--- src/rtl/issue_pair_scheduler.sv ---
// Dual-issue pair scheduler: issues a decoded pair together, or splits it over two
// cycles when slot 1 cannot safely issue alongside slot 0. Handles downstream
// backpressure and branch-resolution flushes.
module issue_pair_scheduler #(
    parameter int CTRL_W = 32
) (
    input  logic              clk_i,
    input  logic              rst_i,
    input  logic              in_valid_i,
    input  logic              in_v1_i,
    output logic              in_ready_o,
    input  logic [31:0]       inst0_i,
    input  logic [31:0]       inst1_i,
    input  logic [CTRL_W-1:0] ctrl0_i,
    input  logic [CTRL_W-1:0] ctrl1_i,
    input  logic [4:0]        rd0_i,
    input  logic              wr0_i,
    input  logic              mem0_i,
    input  logic              mem1_i,
    input  logic              br0_i,
    input  logic [4:0]        rs1_1_i,
    input  logic [4:0]        rs2_1_i,
    input  logic              use1_1_i,
    input  logic              use2_1_i,
    input  logic              out_ready_i,
    input  logic              flush_i,
    output logic              iss_v0_o,
    output logic              iss_v1_o,
    output logic [31:0]       iss_inst0_o,
    output logic [31:0]       iss_inst1_o,
    output logic [CTRL_W-1:0] iss_ctrl0_o,
    output logic [CTRL_W-1:0] iss_ctrl1_o,
    output logic              split_o
);

    typedef enum logic {PAIR = 1'b0, HOLD = 1'b1} state_t;

    typedef struct packed {
        logic [31:0]       inst;
        logic [CTRL_W-1:0] ctrl;
    } slot_t;

    state_t state;
    slot_t  hold_q;

    logic adv;
    logic accept;
    logic raw;
    logic conflict;

    // Output stage advances when downstream takes the bundle or the stage is empty.
    always_comb begin
        adv        = out_ready_i | ~iss_v0_o;
        in_ready_o = (state == PAIR) & adv & ~flush_i & ~rst_i;
        accept     = in_valid_i & in_ready_o;
        // x0 never carries a dependence, so rd0 == 0 cannot create a RAW hazard.
        raw        = wr0_i & (rd0_i != 5'd0) &
                     ((use1_1_i & (rs1_1_i == rd0_i)) | (use2_1_i & (rs2_1_i == rd0_i)));
        conflict   = in_v1_i & (raw | (mem0_i & mem1_i) | br0_i);
    end

    // Pair/hold state machine with registered issue outputs; flush outranks everything.
    always_ff @(posedge clk_i) begin
        if (rst_i) begin
            state       <= PAIR;
            hold_q      <= '0;
            iss_v0_o    <= 1'b0;
            iss_v1_o    <= 1'b0;
            iss_inst0_o <= '0;
            iss_inst1_o <= '0;
            iss_ctrl0_o <= '0;
            iss_ctrl1_o <= '0;
            split_o     <= 1'b0;
        end else if (flush_i) begin
            state    <= PAIR;
            iss_v0_o <= 1'b0;
            iss_v1_o <= 1'b0;
            split_o  <= 1'b0;
        end else begin
            split_o <= 1'b0;
            if (adv) begin
                case (state)
                    PAIR: begin
                        if (accept) begin
                            iss_v0_o    <= 1'b1;
                            iss_inst0_o <= inst0_i;
                            iss_ctrl0_o <= ctrl0_i;
                            if (conflict) begin
                                // Park slot 1; it issues alone next time the stage advances.
                                iss_v1_o <= 1'b0;
                                hold_q   <= '{inst: inst1_i, ctrl: ctrl1_i};
                                split_o  <= 1'b1;
                                state    <= HOLD;
                            end else begin
                                iss_v1_o    <= in_v1_i;
                                iss_inst1_o <= inst1_i;
                                iss_ctrl1_o <= ctrl1_i;
                            end
                        end else begin
                            iss_v0_o <= 1'b0;
                            iss_v1_o <= 1'b0;
                        end
                    end
                    HOLD: begin
                        // The held instruction is promoted to slot 0 and never paired.
                        iss_v0_o    <= 1'b1;
                        iss_v1_o    <= 1'b0;
                        iss_inst0_o <= hold_q.inst;
                        iss_ctrl0_o <= hold_q.ctrl;
                        state       <= PAIR;
                    end
                    default: state <= PAIR;
                endcase
            end
        end
    end

endmodule
--- config.mk ---
export PLATFORM = sky130hd
export DESIGN_NAME = issue_pair_scheduler
export DESIGN_NICKNAME = d
export VERILOG_FILES = /design/src/rtl/issue_pair_scheduler.sv
export SDC_FILE = /design/constraint.sdc
export NUM_CORES = 1
export LEC_CHECK = 0
export CAP_MARGIN = 20
export CORE_ASPECT_RATIO = 0.75
export CORE_MARGIN = 5
export CORE_UTILIZATION = 46
export CTS_CLUSTER_SIZE = 40
export DETAILED_ROUTE_END_ITERATION = 8
export GPL_TIMING_DRIVEN = 0
export PLACE_DENSITY = 0.87
export SYNTH_ARGS = -nofsm -noshare
export SYNTH_HDL_FRONTEND = slang
export SYNTH_SLANG_ARGS = --single-unit
--- constraint.sdc ---
create_clock -name clk_i -period 2.4 [get_ports clk_i]
set_input_delay 0.72 -clock clk_i [delete_from_list [all_inputs] [get_ports clk_i]]
set_output_delay 0.72 -clock clk_i [all_outputs]
set_load 0.05 [all_outputs]
==> summary.md, run 1 <==
| Metric | Value |
|---|---|
| Post-synth EDFFs | 0 |
| Async set or reset register ratio after synthesis | 0% |
| DIE WIDTH | 166.1 um |
| Synth Area in Compound Gates | 6.649% |
| Area of the multi-input gates | 0.004151 sq mm |
| Syn Inst Count | about 800 |
| Gr ovfl total | 0 |
| Total Wirelength | between 20000 and 30000 um |
| Setup CP Type | primary input to register |
| Post-Syn Nets | 967 |
| # hold bufs at CTS | 0 |
| Fmax | 420.6 MHz |
| CP Capture Type | register |
| Pwr dens | around 590 mW/mm^2 |
| Max clock buf depth | 2 |
| Post-synthesis simple-gate area fraction | 18.25% |
| ANT nets after route | 0 |
| Area of placed instances | approximately 0.012 sq mm |
| First-pass GRT wire length | 39090 um |
| First DRT Iteration DRCs | just under 400 |
| Post-synth top cells | 196 x dfxtp_1, 194 x nand2b_1, 192 x mux2i_1, 67 x nor2_1, 64 x a211oi_1 |
| Crit Path Max Fanout | 10 |
| IO Count | between 200 and 300 |
| Ranking of synthesized cells by area | dfxtp_1 47%, mux2i_1 23%, nand2b_1 14% |
| Proportion of synthesized area in mux cells | 22.85% |
| Worst reg2reg endpoint | iss_ctrl0_o[9] |
| Syn Area/Cell | 10.36 sq um |
| Via Count | 6903 |
| TritonCTS clock tree | built |
| CP Capture Point | iss_inst0_o[26] |
| Ant diodes | 0 |
| Sw power | 0.001993 W |
| Main combinational cell family by area after synthesis | multiplexers |
| Share of layout cells above drive strength 1 | under 10% |
| Layout Skew | between 10 and 15 ps |
| Cell variety after synth | 30 |
| Vias per std cell | 5.013 |
| Area Growth Syn to Fin | 46.45% |
| Full die area | 0.02112 sq mm |
| Num CTS Buffers | 17 |
| HP Class | register to register |
| Required time worst endpoint | 2690 ps |
| DRC Markers | 0 |
| Pre-antenna DRT Iters | 4 |
| IO Port Bufs | 285 |
| H-tree Lvls | 4 |
| Max_cap viols | 0 |
| Sequential area share after synthesis | between 40% and 50% |
| Final Wtd Congestion | around 0.86 |
| Count leader, synth | dfxtp_1 |
| Core outline area | 0.01781 sq mm |
| Overall Global Routing Usage | a little under a quarter |
| CTS root buf | clkbuf_16 |
| Total power | roughly 0.0072 W |
| Synth Register Bits | 196 |
| Max transition margin | 45.09% |
| Reg2Reg Depth | 5 |
| DP HPWL | about 19000 um |
| Syn. warnings | 0 |
| Synth Area in Adders | 0% |
| Internal | 0.005246 W |
| Synth top area share | 46.65% |
| CP Data Arrival Time | 2670 ps |
| Initial Utilization | 47.22% |
| Slew @ Worst Pin | 823.7 ps |
| Startpoint type of the worst setup path | primary input |
| Yosys top cell by area | dfxtp_1 |
| Register Area | approximately 0.0039 sq mm |
| R2R Setup Slk | 390 ps |
| Status | completed |
| Final worst-path cycle share | 99.07% |
| Final setup fails | 0 |
| Post-Place Worst Slack | -701.4 ps |
| Row cnt | 42 |
| Top FF cell, synth | dfxtp_1 |
| # fillers | approximately 1400 |
| Final Instance Area | between 0.01 and 0.015 sq mm |
| Pin count of the biggest net entering global routing | 20 |
| Worst R2R Start | state |
| Final min period | 2378 ps |
| Vias in the first global route | 7115 |
| Sw Ratio | between 20% and 30% |
| Leakage | 5.098 nW |
| Wire length per cell | roughly 18 um |
| Reg clk slew, reported paths | 70 ps |
| Worst vdd ir | between 0.4 and 0.5 mV |
| Tightest hold margin | 473.9 ps |
| Clock insertion delay at the later pin of the skew report | between 400 and 500 ps |
| Die H | 127.1 um |
| Clk sink count | 196 |
| CP startpoint | in_valid_i |
| Antenna violations before repair | 0 |
| XOR/XNOR Fraction of Synth Area | 1.041% |
| Comb pwr share | 15.8% |
| Cell area after synthesis | 0.008412 sq mm |
| Clock power frac | 37.3% |
| Endpoints failing hold | 0 |
| Post-route setup slack | around 22 ps |
| Final slew viol count | 0 |
| Sequential power share | between 40 and 50% |
| Nets | 1277 |
[cell families after synthesis]
| group | count (synthesis) |
|---|---|
| AO/OA/AOI/OAI | 74 |
| multiplexers | 192 |
| AND/OR/NAND/NOR | 273 |
| flip-flops | 196 |
| buffers and inverters | 67 |
| XOR/XNOR | 10 |
[through the flow]
step | instances | utilization [%] | setup TNS (ps)
2_1_floorplan | 812 | - | -104.6
3_3_place_gp | 1339 | 65.18 | -95490
3_5_place_dp | 1339 | 65.18 | -99570
4_1_cts | 1372 | 68.78 | -0.1082
5_1_grt | 1377 | 69.15 | -50.20
6_report | 1377 | 69.15 | 0
[placed cells by master (no fill, tap or decap), types with 10 or more instances in the layout]
cell,count
a211oi_1,64
buf_2,10
clkbuf_1,32
clkbuf_16,17
clkdlybuf4s50_1,276
dfxtp_1,196
mux2i_1,192
nand2b_1,194
nor2_1,67
xnor2_1,10
[critical path: stages]
cell and delay (ps):
clkdlybuf4s50_1 480, nor3b_2 240, a21oi_1 130, nor3_2 270
buf_4 160, buf_4 160, clkbuf_1 370, a211oi_1 140
[registers in the layout, summed over array words and instances (netlist names)]
| name | count |
|---|---|
| hold_q | 64 |
| iss_ctrl0_o | 32 |
| iss_ctrl1_o | 32 |
| iss_inst0_o | 32 |
| iss_inst1_o | 32 |
| iss_v0_o | 1 |
| iss_v1_o | 1 |
| split_o | 1 |
| state | 1 |
[power by group through the flow]
stage | registers [W] | clock network (W) | logic (W)
2_1_floorplan | 0.00371 | 0 | 0.000363
3_3_place_gp | 0.00346 | 0 | 0.00112
3_5_place_dp | 0.00347 | 0 | 0.00113
4_1_cts | 0.00339 | 0.00273 | 0.00114
5_1_grt | 0.00340 | 0.00288 | 0.00121
6_report | 0.00339 | 0.00270 | 0.00115
[metal layers]
metal / track usage, % / part of all wire [%] / up-vias
met3: 7.041 / 6.4 / 34
met2: 38.12 / 46 / 188
met4: 5.868 / 1.7 / 0
li1: - / - / 3394
met1: 29.95 / 46 / 3287
met5: 0 / 0 / -
[what timing repair did]
item | 4_1_cts | 5_1_grt
pin swaps | 1 | 4
gates resized for setup | 32 | 16
cloned | 0 | 1
endpoints found under the setup margin | 127 | 151
setup buffers | 2 | 4
[final cells by class]
| class | instances | area share, % |
|---|---|---|
| Buffer | 64 | 3.738 |
| Tap cell | 242 | 2.458 |
| Timing Repair Buffer | 292 | 23.73 |
| Clock inverter | 15 | 1.016 |
| Clock buffer | 17 | 3.453 |
| Sequential cell | 196 | 31.85 |
| Multi-Input combinational cell | 549 | 33.70 |
| Inverter | 2 | 0.06094 |
[worst min path at each step]
stage	start	endpoint	slack [ps]	cells past startpoint
after floorplan	hold_q[0]	hold_q[0]	450	2
after global placement	iss_ctrl1_o[2]	iss_ctrl1_o[2]	460	2
after detailed placement	iss_ctrl1_o[29]	iss_ctrl1_o[29]	470	2
after CTS	hold_q[24]	hold_q[24]	480	2
after global routing	iss_ctrl1_o[1]	iss_ctrl1_o[1]	490	2
final	hold_q[33]	hold_q[33]	470	2
No activity file was read; power rests on OpenSTA's default activity.
==> run 2: changes to the inputs <==
- CORE_UTILIZATION: 46 -> 30
- PLACE_DENSITY: 0.87 -> 0.63
==> summary.md, run 2 (synthesis gave the netlist of run 1 again) <==
| Metric | Value |
|---|---|
| Area Growth Syn to Fin | 48.88% |
| Critical path's top delay family | buffers and inverters |
| ANT nets after route | 0 |
| Setup CP Type | register to output port |
| Final worst-path cycle share | 97.68% |
| Required time worst endpoint | 1680 ps |
| Max transition margin | 43.06% |
| Hold endpoint | iss_inst1_o[22] |
| CP Data Arrival Time | 1620 ps |
| Via Count | 6769 |
| Setup TNS | 0 ps |
| Vias in the first global route | 7059 |
| Final Wtd Congestion | ~0.78 |
| Crit path cell chain | clkdlybuf4s50_1 |
| Most flop-heavy register | hold_q |
| CP Buf/Inv Count | 1 |
| Startpoint type of the worst setup path | register |
| Pwr dens | 604.0 mW/mm^2 |
| IO Port Bufs | 285 |
| Final setup fails | 0 |
| Antenna violations before repair | 0 |
| Share of layout cells above drive strength 1 | 6.372% |
| Worst reg2reg endpoint | iss_ctrl0_o[24] |
| Status | completed |
| Fmax | 426.6 MHz |
| Clock insertion delay at the later pin of the skew report | 430 ps |
| Nets | 1272 |
| CP Capture Type | output port |
| Die H | 155.0 um |
| # hold bufs at CTS | 0 |
| H-tree Lvls | 4 |
| Num CTS Buffers | 17 |
| Pre-antenna DRT Iters | 5 |
| Cell count of the worst hold path | 2 |
| Vias per std cell | around 4.5 |
| Reg2Reg Depth | 5 |
| Slew @ Worst Pin | 854.0 ps |
| Wire length per cell | 18.42 um |
| Most frequent cells in the layout | 269 x clkdlybuf4s50_1, 196 x dfxtp_1, 194 x nand2b_1 |
| Max reg flops | 64 |
| Endpoints failing hold | 0 |
| Worst path slowest cell | clkdlybuf4s50_1 |
| DP HPWL | 20590 um |
| Final min period | 2344 ps |
| Final slew viol count | 0 |
| RSZ-0062 raised after global routing | false |
| Row cnt | between 50 and 60 |
| DRC Markers | 0 |
| Layout Skew | 11.35 ps |
| Leakage | 5.214 nW |
| Full die area | 0.03152 sq mm |
| First-pass GRT wire length | 42100 um |
| Final Instance Area | approximately 0.013 sq mm |
| Overall Global Routing Usage | about 17% |
| HP Class | register to register |
| Worst vdd ir | 0.4543 mV |
| First DRT Iteration DRCs | 145 |
| Pin count of the biggest net entering global routing | 20 |
| Crit-path max cell delay | roughly 860 ps |
| Core outline area | 0.02785 sq mm |
| DIE WIDTH | 203.4 um |
| Reg clk slew, reported paths | approximately 70 ps |
| Max_cap viols | 0 |
| Initial Utilization | 30.20% |
| R2R Setup Slk | around 290 ps |
| Crit Path Max Fanout | 2 |
| Commonest non-fill, non-tap cell in the layout | clkdlybuf4s50_1 |
| IO Count | 287 |
| Gr ovfl total | 0 |
| CTS root buf | clkbuf_16 |
| TritonCTS clock tree | built |
| Worst R2R Start | state |
| Origin of the worst min-delay path | iss_inst1_o[22] |
| Area of placed instances | 0.01176 sq mm |
| Total Wirelength | 27420 um |
| Clk sink count | 196 |
| Max clock buf depth | 2 |
==> run 2: metrics by stage <==
| step | power [W] | cells | utilization (%) | setup WS, ps | hold WS (ps) |
|---|---|---|---|---|---|
| after global placement | 0.004609 | 1454 | 42.21 | -840.2 | 460.9 |
| after floorplan | 0.004073 | 812 | - | -104.6 | 452.0 |
| after CTS | 0.007683 | 1487 | 44.75 | 0.05984 | 477.8 |
| after global routing | 0.007888 | 1487 | 44.96 | 0.9399 | 500.0 |
| after detailed placement | 0.004613 | 1454 | 42.21 | -807.4 | 465.4 |
| final | 0.007563 | 1488 | 44.96 | 55.74 | 473.4 |
==> run 2: what timing repair did <==
item	CTS	global route
pin swaps	1	3
setup buffers	2	0
endpoints found under the setup margin	145	113
resized for setup	39	21
==> run 2: layout make-up <==
type                            instances  area [sq um]
Fill cell                            2729         15330
Multi-Input combinational cell        549          4155
Tap cell                              357         446.7
Clock inverter                         12         151.4
Clock buffer                           20         456.7
Buffer                                 64         480.5
Inverter                                2         7.507
Antenna cell                            1         2.502
Timing Repair Buffer                  287          2899
Sequential cell                       196          3924
==> run 2: worst max path at each step <==
stage,start,end,depth (start not counted)
finish,iss_ctrl0_o[24],iss_ctrl0_o[24],1
global route,rd0_i[0],iss_ctrl1_o[30],8
CTS,iss_inst0_o[30],iss_inst0_o[30],1
detailed placement,rd0_i[1],hold_q[60],7
global placement,rd0_i[1],hold_q[61],7
floorplan,rst_i,in_ready_o,4
==> run 2: layer usage <==
metal | GRT usage, % | part of all wire, % | vias up | wire (um)
li1 | - | - | 3402 | -
met1 | 22.93 | 47 | 3187 | 12860
met2 | 27.29 | 46 | 162 | 12650
met3 | 5.418 | 6.0 | 18 | 1649
met4 | 4.077 | 0.97 | 0 | 266
met5 | 0 | 0 | - | 0
==> run 2: power by group <==
| part | internal [W] | switching [W] | total (W) |
|---|---|---|---|
| clock network | 0.00170 | 0.00132 | 0.00302 |
| logic | 0.000548 | 0.000604 | 0.00115 |
| registers | 0.00334 | 0.0000485 | 0.00339 |
| total | 0.00559 | 0.00197 | 0.00756 |
==> run 3: changes to the inputs <==
- CTS_BUF_LIST: unset -> sky130_fd_sc_hd__clkbuf_16
- HOLD_SLACK_MARGIN: unset -> 0.03
- SKIP_LAST_GASP: unset -> 1
==> summary.md, run 3 (synthesis gave the netlist of run 1 again) <==
| Metric | Value |
|---|---|
| Status | completed |
| RSZ-0062 raised after global routing | true |
| DRC Markers | 0 |
| CP Buf/Inv Count | 2 |
| # hold bufs at CTS | 0 |
| CP Capture Type | output port |
| Area Growth Syn to Fin | 49.17% |
| CP startpoint | out_ready_i |
| CP Data Arrival Time | 1680 ps |
| Most frequent cells in the layout | 269 x clkdlybuf4s50_1, 196 x dfxtp_1, 194 x nand2b_1 |
| DIE WIDTH | about 200 um |
| First-pass GRT wire length | roughly 42000 um |
| Sw power | 0.001976 W |
| Full die area | 0.03152 sq mm |
| Comb pwr share | between 15 and 20% |
| Fmax | 416.9 MHz |
| Wire length per cell | 18.54 um |
| Vias in the first global route | 7049 |
| Sw Ratio | between 20% and 30% |
| Die H | 155.0 um |
| # fillers | 2724 |
| Origin of the worst min-delay path | iss_inst1_o[22] |
| Final Wtd Congestion | 0.7766 |
| Final setup fails | 0 |
| Setup TNS | 0 ps |
| Sequential power share | 45.2% |
| Startpoint type of the worst setup path | primary input |
| Nets | 1276 |
| Via Count | 6769 |
| Critical path's top delay family | buffers and inverters |
| IO Count | 287 |
| Final min period | roughly 2400 ps |
| Core outline area | about 0.028 sq mm |
| Max transition margin | 41.07% |
| Initial Utilization | 30.20% |
| Endpoints failing hold | 0 |
| Num CTS Buffers | 17 |
| Crit path cell chain | clkdlybuf4s50_1, nor2b_2, nor4_4, buf_6 |
| Clock power frac | 39.4% |
| DP HPWL | between 20000 and 25000 um |
| Pin count of the biggest net entering global routing | 20 |
| Overall Global Routing Usage | 17.15% |
| Vias per std cell | 4.537 |
| Worst vdd ir | 0.4550 mV |
| TritonCTS clock tree | built |
| Antenna violations before repair | 0 |
| Reg clk slew, reported paths | ~70 ps |
| Layout Skew | 12.79 ps |
| Pwr dens | 597.9 mW/mm^2 |
| Row cnt | 53 |
| Final Util | a little under half |
| Leakage | 5.244 nW |
| Worst path slowest cell | clkdlybuf4s50_1 |
| Max clock buf depth | 2 |
| IO Port Bufs | 285 |
| Worst R2R Start | state |
| Total Wirelength | 27660 um |
| H-tree Lvls | 4 |
| Setup CP Type | primary input to output port |
| Commonest non-fill, non-tap cell in the layout | clkdlybuf4s50_1 |
| Max reg flops | 64 |
| Most flop-heavy register | hold_q |
| CTS root buf | clkbuf_16 |
| Clk sink count | 196 |
| Clock insertion delay at the later pin of the skew report | ~430 ps |
| Required time worst endpoint | 1680 ps |
| Pre-antenna DRT Iters | 7 |
| HP Class | register to register |
| First DRT Iteration DRCs | 161 |
| Final slew viol count | 0 |
| Share of layout cells above drive strength 1 | 6.790% |
| Gr ovfl total | 0 |
| Slew @ Worst Pin | 884.0 ps |
| Max_cap viols | 0 |
| Final worst-path cycle share | 99.95% |
| ANT nets after route | 0 |
| Internal | 0.005526 W |
| Crit-path max cell delay | about 430 ps |
| Crit Path Max Fanout | 6 |
-- run 3: path summary, 6_finish.rpt --
check | end | slack (ps) | cells after the start
hold / removal | iss_inst1_o[22] | 470 | 2
hold reg to reg | iss_inst1_o[22] | 470 | 2
setup reg to reg | iss_ctrl0_o[13] | 260 | 5
setup / recovery | in_ready_o | 1 | 4
-- run 3: power groups by stage --
stage                     logic, W  registers [W]  clock network, W
after floorplan           0.000363        0.00371                 0
after global placement     0.00115        0.00346                 0
final                      0.00116        0.00339           0.00295
after global routing       0.00123        0.00340           0.00319
after CTS                  0.00116        0.00339           0.00307
after detailed placement   0.00115        0.00347                 0
-- run 3: through the flow --
step / hold WS (ps) / cell area [sq um] / total power, W / setup WS [ps] / instances
5_1_grt: 500.0 / 12550 / 0.007824 / -35.59 / 1491
3_5_place_dp: 465.4 / 11760 / 0.004613 / -807.4 / 1454
6_report: 473.3 / 12550 / 0.007502 / 1.306 / 1492
3_3_place_gp: 460.9 / 11760 / 0.004609 / -840.2 / 1454
4_1_cts: 477.8 / 12450 / 0.007617 / -29.36 / 1487
2_1_floorplan: 452.0 / 8457 / 0.004073 / -104.6 / 812
-- run 3: routing by layer --
layer	wire [um]	track usage (%)
met1	12990	22.92
met2	12870	27.24
met4	225	4.077
met5	0	0
met3	1574	5.418
-- run 3: timing repair --
action / CTS / global route
buffers inserted: 2 / 3
pin swaps: 1 / 3
resized for setup: 37 / 30
endpoints found under the setup margin: 146 / 186
cloned: 0 / 1
-- run 3: layout make-up --
cell class                      instances  area (sq um)  area share (%)
Antenna cell                            1         2.502         0.01994
Buffer                                 64         484.2           3.859
Clock buffer                           17         425.4           3.390
Clock inverter                         15         162.7           1.296
Inverter                                2         7.507         0.05983
Multi-Input combinational cell        549          4159           33.14
Sequential cell                       196          3924           31.27
Tap cell                              357         446.7           3.560
Timing Repair Buffer                  291          2937           23.40
-- run 3: worst register-to-register path, cell delays in order (launching register included) --
cell and delay, ps:
dfxtp_1 300, buf_2 160, buf_2 410, clkbuf_1 720
mux2i_1 210, a211oi_1 250
